## src/rtl/audio_serializer_pkg.sv

```systemverilog
// rtl/audio_serializer_pkg.sv - shared helpers for the multichannel audio serializer
package audio_serializer_pkg;

    // Channel index width; a single-channel build still carries a 1-bit index.
    function automatic int ch_bits(input int channels);
        return (channels > 1) ? $clog2(channels) : 1;
    endfunction

endpackage

```

## src/rtl/audio_next_channel.sv

```systemverilog
// rtl/audio_next_channel.sv - priority search for the next enabled channel under a mask
// o_next is the lowest enabled channel above i_index (or at it when i_inclusive); o_is_last when none exists.
module audio_next_channel #(
    parameter int CHANNELS = 2,
    parameter int CH_BITS  = 1
) (
    input  logic [CHANNELS-1:0] i_mask,
    input  logic [CH_BITS-1:0]  i_index,
    input  logic                i_inclusive,
    output logic [CH_BITS-1:0]  o_next,
    output logic                o_is_last
);

    always_comb begin
        o_next    = '0;
        o_is_last = 1'b1;
        // Descending scan so the lowest qualifying channel is the final write.
        for (int k = CHANNELS - 1; k >= 0; k--) begin
            if (i_mask[k] && ((k > int'(i_index)) || (i_inclusive && (k == int'(i_index))))) begin
                o_next    = CH_BITS'(k);
                o_is_last = 1'b0;
            end
        end
    end

endmodule

```

## src/rtl/multichannel_audio_serializer.sv

```systemverilog
// rtl/multichannel_audio_serializer.sv - ping-pong frame buffer emitting one sample per transfer
// Optional per-channel enable mask: AUDIO_SERIALIZER_CHANNEL_MASK_EN.
module multichannel_audio_serializer
    import audio_serializer_pkg::*;
#(
    parameter int  AUDIO_WIDTH = 32,
    parameter int  CHANNELS    = 2,
    localparam int CH_BITS     = ch_bits(CHANNELS)
) (
    input  logic                            clk,
    input  logic                            reset,
    input  logic                            i_valid,
    output logic                            i_ready,
    input  logic [CHANNELS*AUDIO_WIDTH-1:0] i_frame,
`ifdef AUDIO_SERIALIZER_CHANNEL_MASK_EN
    input  logic [CHANNELS-1:0]             i_ch_mask,
`endif
    output logic                            o_valid,
    input  logic                            o_ready,
    output logic [AUDIO_WIDTH-1:0]          o_audio,
    output logic [CH_BITS-1:0]              o_channel,
    output logic                            o_first,
    output logic                            o_last
);

    typedef struct packed {
        logic [CHANNELS-1:0][AUDIO_WIDTH-1:0] data;
        logic [CHANNELS-1:0]                  mask;
        logic                                 valid;
    } slot_t;

    slot_t r_active;
    slot_t r_pending;
    logic [CH_BITS-1:0] r_channel;
    logic               r_first;

    logic [CHANNELS-1:0][AUDIO_WIDTH-1:0] w_load_data;
    logic [CHANNELS-1:0] w_in_mask;
    logic [CHANNELS-1:0] w_load_mask;
    logic [CH_BITS-1:0]  w_next_ch;
    logic [CH_BITS-1:0]  w_load_ch;
    logic w_act_last, w_load_empty, w_in_nonempty;
    logic w_out_fire, w_last_fire, w_in_fire, w_act_free;

`ifdef AUDIO_SERIALIZER_CHANNEL_MASK_EN
    assign w_in_mask = i_ch_mask;
`else
    assign w_in_mask = '1;
`endif

    assign w_in_nonempty = |w_in_mask;
    assign w_load_data   = r_pending.valid ? r_pending.data : i_frame;
    assign w_load_mask   = r_pending.valid ? r_pending.mask : w_in_mask;

    assign i_ready   = !r_pending.valid;
    assign o_valid   = r_active.valid;
    assign o_audio   = r_active.data[r_channel];
    assign o_channel = r_channel;
    assign o_first   = r_first;
    assign o_last    = w_act_last;

    assign w_out_fire  = r_active.valid && o_ready;
    assign w_last_fire = w_out_fire && w_act_last;
    assign w_in_fire   = i_valid && !r_pending.valid;
    assign w_act_free  = !r_active.valid || w_last_fire;

    audio_next_channel #(.CHANNELS(CHANNELS), .CH_BITS(CH_BITS)) u_active_next (
        .i_mask      (r_active.mask),
        .i_index     (r_channel),
        .i_inclusive (1'b0),
        .o_next      (w_next_ch),
        .o_is_last   (w_act_last)
    );

    audio_next_channel #(.CHANNELS(CHANNELS), .CH_BITS(CH_BITS)) u_load_first (
        .i_mask      (w_load_mask),
        .i_index     ('0),
        .i_inclusive (1'b1),
        .o_next      (w_load_ch),
        .o_is_last   (w_load_empty)
    );

    always_ff @(posedge clk or posedge reset) begin
        if (reset) begin
            // Idle active mask is all ones so o_last reads as a full frame parked at channel 0.
            r_active  <= '{data: '0, mask: '1, valid: 1'b0};
            r_pending <= '0;
            r_channel <= '0;
            r_first   <= 1'b1;
        end else begin
            if (w_act_free && (r_pending.valid || w_in_fire)) begin
                r_active  <= '{data: w_load_data, mask: w_load_mask, valid: !w_load_empty};
                r_channel <= w_load_ch;
                r_first   <= 1'b1;
            end else if (w_last_fire) begin
                r_active.valid <= 1'b0;
                r_channel      <= '0;
                r_first        <= 1'b1;
            end else if (w_out_fire) begin
                r_channel <= w_next_ch;
                r_first   <= 1'b0;
            end

            // Empty-mask frames are consumed here without ever occupying the pending slot.
            if (r_pending.valid && w_act_free) begin
                r_pending.valid <= 1'b0;
            end else if (w_in_fire && !w_act_free && w_in_nonempty) begin
                r_pending <= '{data: i_frame, mask: w_in_mask, valid: 1'b1};
            end
        end
    end

endmodule

```

## config.mk

```make
export PLATFORM = sky130hd
export DESIGN_NAME = multichannel_audio_serializer
export DESIGN_NICKNAME = d
export VERILOG_FILES = /design/src/rtl/audio_serializer_pkg.sv /design/src/rtl/audio_next_channel.sv /design/src/rtl/multichannel_audio_serializer.sv
export SDC_FILE = /design/constraint.sdc
export NUM_CORES = 1
export LEC_CHECK = 0
export ABC_AREA = 1
export CAP_MARGIN = 25
export CORE_ASPECT_RATIO = 0.5
export CORE_MARGIN = 1.5
export CORE_UTILIZATION = 54
export DETAILED_ROUTE_END_ITERATION = 10
export PLACE_DENSITY = 0.78
export SLEW_MARGIN = 20
export SYNTH_ARGS = -nofsm -noshare
export SYNTH_HDL_FRONTEND = slang
export SYNTH_SLANG_ARGS = --single-unit
```

## constraint.sdc

```tcl
create_clock -name clk -period 5.01 [get_ports clk]
set_clock_uncertainty 0.05 [all_clocks]
set_input_delay 1.002 -clock clk [delete_from_list [all_inputs] [get_ports clk]]
set_output_delay 1.002 -clock clk [all_outputs]
set_load 0.005 [all_outputs]
```

==> results.tsv, run 1 <==
stage	metric	value	unit
grt	vias in the first global route	5763	
power_and_ir_drop	switch share	41.7	%
worst_setup_path	Crit Path Max Fanout	34	
sta	Slew @ Worst Pin	894	ps
sta	RSZ-0062 raised after global routing	no	
floorplanning	DIE WIDTH	159	um
detailed_routing	routed vias/inst	5.66	
synthesis	post-synthesis sequential area ratio	51.2	%
worst_setup_path	Worst path top cell family by delay	buffers and inverters	
synthesis	largest area contributor in the netlist	dfrtp_1	
detailed_routing	DR vias	6469	
detailed_routing	DRT antenna net count	0	
outcome	status	completed	
clock_tree	Sink Count	134	
clock_tree	CTS root buffer	clkbuf_16	
worst_setup_path	reg2reg end	r_active[55]	
power_and_ir_drop	Clock power frac	23.3	%
detailed_routing	DRT Pass-1 Iters	7	
floorplanning	Starting Density	55.5	%
worst_setup_path	slowest stage cell, crit path	clkdlybuf4s50_1	
worst_setup_path	r2r setup slk	2230	ps
clock_tree	number of buffers created by CTS	17	
detailed_routing	WL/cell	16.5	um
worst_setup_path	critical setup path kind	register to output port	
power_and_ir_drop	Comb pwr share	42.2	%
worst_setup_path	slowest stage delay, CP	500	ps
sta	Final Hold Fails	0	
synthesis	Synth Area per Inst	7.27	um^2
clock_tree	Clk pin slew, worst setup/hold paths	60	ps
sta	Setup-failing EPs final	0	
power_and_ir_drop	sequential share of power	34.6	%
floorplanning	core footprint	11800	um^2
grt	gr usage total	30.2	%
cells_and_area	commonest cells after routing, fill and taps aside	552 x nand2_1, 130 x dfrtp_1, 104 x clkdlybuf4s50_1	
worst_setup_path	FF-to-FF Start	o_channel	
sta	hold slack	412	ps
sta	Setup TNS	0	ps
placed_design	number of port buffers	104	
cells_and_area	Area growth syn-to-layout	25.2	%
placed_design	DP Wirelength	11.1	mm
synthesis	Syn Inst Count	902	
worst_setup_path	Critical Path AT	2020	ps
power_and_ir_drop	PD cells	687	nW/um^2
synthesis	synthesized area	6550	um^2
detailed_routing	DRC Markers	0	
sta	fin. max-slew vios	0	
synthesis	top post-synthesis cells by area	dfrtp_1 50%, nand2_1 32%, nand4_1 6.1%	
clock_tree	CTS tree	built	
power_and_ir_drop	Leak	4.39	nW
worst_setup_path	Critical path buffers and inverters	2	
grt	initial antenna violation count	0	
hold_path	WHS Path Cells	2	
flow_run	Max-cap violations	0	
synthesis	Synth Warn #	0	
sta	Tmin final	3080	ps
hold_path	Hold Path Origin	r_pending[1]	
clock_tree	H-tree lvl count	4	
grt	first-pass GRT wire length	30.4	mm
placed_design	GPL Wtd Cong	0.844	
worst_setup_path	Crit path top cell by count	nand2_1	
cells_and_area	# diodes	0	
sta	final period utilization	61.4	%
hold_path	WHS Endpoint	r_pending[1]	
clock_tree	CTS Buffer Depth	2	
synthesis	top cell type's share of synthesized area	50.4	%
power_and_ir_drop	sw power	0.00235	W
clock_tree	setup bufs post-CTS	0	
grt	largest net degree at the start of global routing	79	
hold_path	HP Class	register to register	
cells_and_area	layout cells sized above 1	5.52	%
worst_setup_path	Required @ worst endpoint	3960	ps
sta	Max Clock Freq	325	MHz
power_and_ir_drop	P_int	0.00329	W
detailed_routing	initial DRC count	632	
clock_tree	Resize count post-CTS	0	
synthesis	FF+latch count, synth	134	
synthesis	Distinct cells, synth	17	
clock_tree	worst skew pair latency	420	ps
power_and_ir_drop	VDD IR max	373	uV
clock_tree	Hold-fix buffers, CTS	0	
worst_setup_path	critical-path cell list	inv_2 -> nand2_1 -> nand2_1 -> clkdlybuf4s50_1	
cells_and_area	Final #Nets	1033	
worst_setup_path	Startpoint Class	register	
detailed_routing	Routed Wire Length	18.9	mm
floorplanning	row count	28	
worst_setup_path	reg2reg path depth	8	
synthesis	Syn Nets	970	
floorplanning	DIE AREA	12800	um^2
cells_and_area	commonest non-fill, non-tap cell in the layout	nand2_1	
floorplanning	I/O pin total	105	
worst_setup_path	Crit. End Element	output port	
floorplanning	Vert. Die Dim	80.9	um
sta	worst relative slew slack	40.3	%
grt	total grt overflow	0	
==> worst max-delay path by stage <==
stage	startpoint	endpoint	slack [ps]	depth (start not counted)
finish	o_channel	o_audio[1]	1930	4
CTS	o_channel	o_audio[1]	1960	4
detailed placement	o_ready	r_active[28]	1640	9
global route	o_channel	o_audio[0]	1860	4
global placement	o_ready	r_active[50]	1370	9
floorplan	reset	o_channel	380	1
==> stage by stage <==
step	instances	setup slack, ps	total power [W]	utilization (%)	area [um^2]
after floorplan	902	379	0.00339	-	6550
after detailed placement	1111	1640	0.00428	64.3	7590
after global placement	1111	1370	0.00420	64.2	7580
after CTS	1143	1960	0.00561	69.5	8200
after global routing	1143	1860	0.00600	69.5	8200
final	1143	1930	0.00564	69.5	8200
==> sequential cells by signal, summed over array words and instances (netlist names) <==
signal,cells
o_channel,1
r_pending,66
r_active,65
o_valid,1
o_first,1
==> cells in the mapped netlist <==
library cell  instances
buf_2                21
buf_1                 8
inv_1                 5
nand2_2               2
nand3_1              67
nand2_1             553
clkinv_1              1
nor2_1                3
buf_6                 4
buf_4                 2
dfstp_2               2
o21ai_0               1
dfrtp_1             132
clkbuf_1             35
inv_2                 1
a21oi_1               1
nand4_1              64
==> per-layer routing <==
metal  wire [um]  GRT usage, %  vias to the layer above
li1            -             -                     2986
met1        8530          45.0                     3108
met2        8190          42.9                      343
met3        1890          7.76                       32
met4         257          9.52                        0
met5           0             0                        -
==> power by group through the flow <==
stage	clock network, W	logic, W	registers, W
2_1_floorplan	0	0.00158	0.00180
3_3_place_gp	0	0.00228	0.00191
3_5_place_dp	0	0.00234	0.00194
4_1_cts	0.00131	0.00237	0.00193
5_1_grt	0.00137	0.00265	0.00199
6_report	0.00131	0.00238	0.00195
==> worst register-to-register path, cell delays in order (launching register included) <==
cell	delay [ps]
dfrtp_1	380
inv_2	420
nand2_1	200
nand2_2	130
buf_4	560
nand2_2	160
nand2_4	570
nand2_1	150
nand2_1	90
==> kinds of logic after synthesis <==
logic type             after synthesis  synth area share [%]
AND/OR/NAND/NOR                    689                  43.3
AO/OA/AOI/OAI                        2                 0.153
buffers and inverters               77                  5.38
flip-flops                         134                  51.2
==> area by class of cell <==
| class | count | area [um^2] |
|---|---|---|
| Clock buffer | 19 | 443 |
| Inverter | 7 | 31.3 |
| Timing Repair Buffer | 114 | 1130 |
| Clock inverter | 13 | 171 |
| Sequential cell | 134 | 3360 |
| Tap cell | 165 | 206 |
| Multi-Input combinational cell | 691 | 2870 |
| Fill cell | 944 | 3600 |
Note: power is estimated with default switching activity, not from simulation.
==> run 2, diff against run 1 <==
Settings changed: CORE_UTILIZATION 54 to 49, PLACE_DENSITY 0.78 to 0.75.
Clock period 5.01 ns to 2.5 ns, I/O delays scaled along.
==> run 2 against run 1 <==
The flow now finishes with violations (DRC). Global-route usage decreased by 2.8 points. Sequential share of layout area decreased by 0.67 points. Register-to-register slack got worse by 1700 ps. Largest cell class unchanged.
==> results.tsv, run 2 (synthesized netlist as in run 1, its figures left out) <==
stage	metric	value	unit	change
outcome	status	finished with violations		was completed
outcome	failing checks	DRC		
power_and_ir_drop	VDD IR max	742	uV	was 373 uV
detailed_routing	DRC Markers	3		was 0
worst_setup_path	Crit Path Max Fanout	18		was 34
power_and_ir_drop	Leak	4.46	nW	was 4.39 nW
clock_tree	number of buffers created by CTS	17		unchanged
power_and_ir_drop	PD cells	1360	nW/um^2	was 687 nW/um^2
sta	Tmin final	2360	ps	
clock_tree	Hold-fix buffers, CTS	0		unchanged
floorplanning	Vert. Die Dim	84.8	um	was 80.9 um
clock_tree	CTS Buffer Depth	2		unchanged
cells_and_area	Largest register FFs	66		unchanged
floorplanning	DIE AREA	14100	um^2	was 12800 um^2
worst_setup_path	Critical Path Start	o_channel		unchanged
worst_setup_path	Critical Path AT	1810	ps	was 2020 ps
cells_and_area	commonest cells after routing, fill and taps aside	552 x nand2_1, 130 x dfrtp_1, 104 x clkdlybuf4s50_1		unchanged
placed_design	number of port buffers	104		unchanged
cells_and_area	Final #Nets	1047		was 1033
sta	Setup-failing EPs final	0		unchanged
detailed_routing	Routed Wire Length	18.3	mm	was 18.9 mm
floorplanning	row count	29		was 28
grt	gr usage total	27.4	%	was 30.2%
detailed_routing	WL/cell	15.8	um	was 16.5 um
flow_run	Max-cap violations	0		unchanged
detailed_routing	initial DRC count	679		was 632
clock_tree	Sink Count	134		unchanged
floorplanning	DIE WIDTH	167	um	was 159 um
cells_and_area	Area growth syn-to-layout	27.3	%	was 25.2%
floorplanning	Starting Density	51.0	%	was 55.5%
sta	worst relative slew slack	50.1	%	was 40.3%
worst_setup_path	FF-to-FF Start	r_pending[0]		was o_channel
sta	fin. max-slew vios	0		unchanged
detailed_routing	DRT Pass-1 Iters	10		was 7
clock_tree	H-tree lvl count	4		unchanged
detailed_routing	DR vias	6331		was 6469
clock_tree	CTS tree	built		unchanged
grt	first-pass GRT wire length	30.4	mm	about the same
placed_design	GPL Wtd Cong	0.777		was 0.844
cells_and_area	# diodes	0		unchanged
worst_setup_path	critical setup path kind	register to output port		unchanged
hold_path	HP Class	primary input to asynchronous set/reset pin		was register to register
grt	initial antenna violation count	0		unchanged
sta	Final Hold Fails	0		unchanged
sta	final period utilization	94.4	%	
floorplanning	core footprint	12800	um^2	was 11800 um^2
cells_and_area	layout cells sized above 1	6.96	%	was 5.52%
cells_and_area	most flop-heavy register	r_pending		unchanged
detailed_routing	DRT antenna net count	0		unchanged
detailed_routing	routed vias/inst	5.45		was 5.66
sta	Slew @ Worst Pin	748	ps	was 894 ps
worst_setup_path	Startpoint Class	register		unchanged
clock_tree	CTS root buffer	clkbuf_16		unchanged
sta	Max Clock Freq	424	MHz	
floorplanning	I/O pin total	105		unchanged
cells_and_area	Util after Layout	64.9	%	was 69.5%
sta	RSZ-0062 raised after global routing	no		unchanged
cells_and_area	commonest non-fill, non-tap cell in the layout	nand2_1		unchanged
grt	total grt overflow	0		unchanged
grt	largest net degree at the start of global routing	68		was 79
grt	vias in the first global route	6084		was 5763
sta	Setup TNS	0	ps	unchanged
placed_design	DP Wirelength	10.7	mm	was 11.1 mm
worst_setup_path	Crit. End Element	output port		unchanged
cells_and_area	biggest registers after layout	r_pending (66), r_active (65)		unchanged
clock_tree	worst skew pair latency	420	ps	about the same
worst_setup_path	Required @ worst endpoint	1950	ps	was 3960 ps
clock_tree	Clk pin slew, worst setup/hold paths	70	ps	was 60 ps
run 2: cell count changes in the layout (fill, tap and decap cells not counted):
cell	previous run	this run
clkinvlp_4	2	3
nand2_4	1	0
clkbuf_1	1	0
clkbuf_8	1	0
buf_4	9	20
buf_12	1	3
nand2_2	2	3
inv_8	0	1
buf_6	0	1
run 2: per-stage QoR:
| step | area, um^2 | std cells | setup slack, ps | total power, W | hold WS, ps |
|---|---|---|---|---|---|
| after floorplan | 6560 | 902 | 286 | 0.00679 | 372 |
| after global placement | 7720 | 1130 | 438 | 0.00849 | 384 |
| after detailed placement | 7720 | 1130 | 419 | 0.00863 | 389 |
| after CTS | 8340 | 1162 | 64.4 | 0.0113 | 397 |
| after global routing | 8340 | 1162 | 59.5 | 0.0121 | 418 |
| final | 8340 | 1162 | 140 | 0.0113 | 387 |
run 2: area by class of cell:
class | instances | area, um^2
clock buffer | 17 | 425
multi-input combinational | 691 | 2860
inverter | 7 | 30.0
tap | 170 | 213
timing repair buffer | 128 | 1260
sequential | 134 | 3360
clock inverter | 15 | 191
fill | 1111 | 4500
run 2: final timing paths:
path                                  to  slack, ps  depth (start not counted)
max in group asynchronous  r_pending[64]       1320                          3
hold / removal             r_pending[15]        390                          2
setup / recovery             o_audio[18]        140                          5
setup reg to reg            r_active[28]        530                          6
hold reg to reg             r_pending[1]        400                          2
min in group clk            r_pending[1]        400                          2
run 2: routing by layer:
metal / global-route usage, % / vias up / wire length [um] / share of wire, %
met3: 5.56 / 33 / 1130 / 6.1
met1: 37.1 / 3046 / 8150 / 44
met5: 0 / - / 0 / 0
li1: - / 3009 / - / -
met4: 8.68 / 0 / 267 / 1.5
met2: 44.7 / 243 / 8800 / 48
run 2: worst max-delay path: stages (launching register included):
cell	delay (ps)
dfrtp_1	400
inv_2	80
buf_6	200
nand2_1	70
nand2_1	110
clkdlybuf4s50_1	530
run 2: timing repair:
action                                  CTS  global route
buffers inserted                          0             0
gates resized for setup                   0             1
endpoints found under the setup margin    0             1
run 2: power breakdown:
part	switching, W	internal [W]	leakage [nW]	total (W)
Sequential	0.000630	0.00320	1.67	0.00383
Clock	0.00104	0.00159	0.297	0.00263
Combinational	0.00295	0.00190	2.50	0.00485
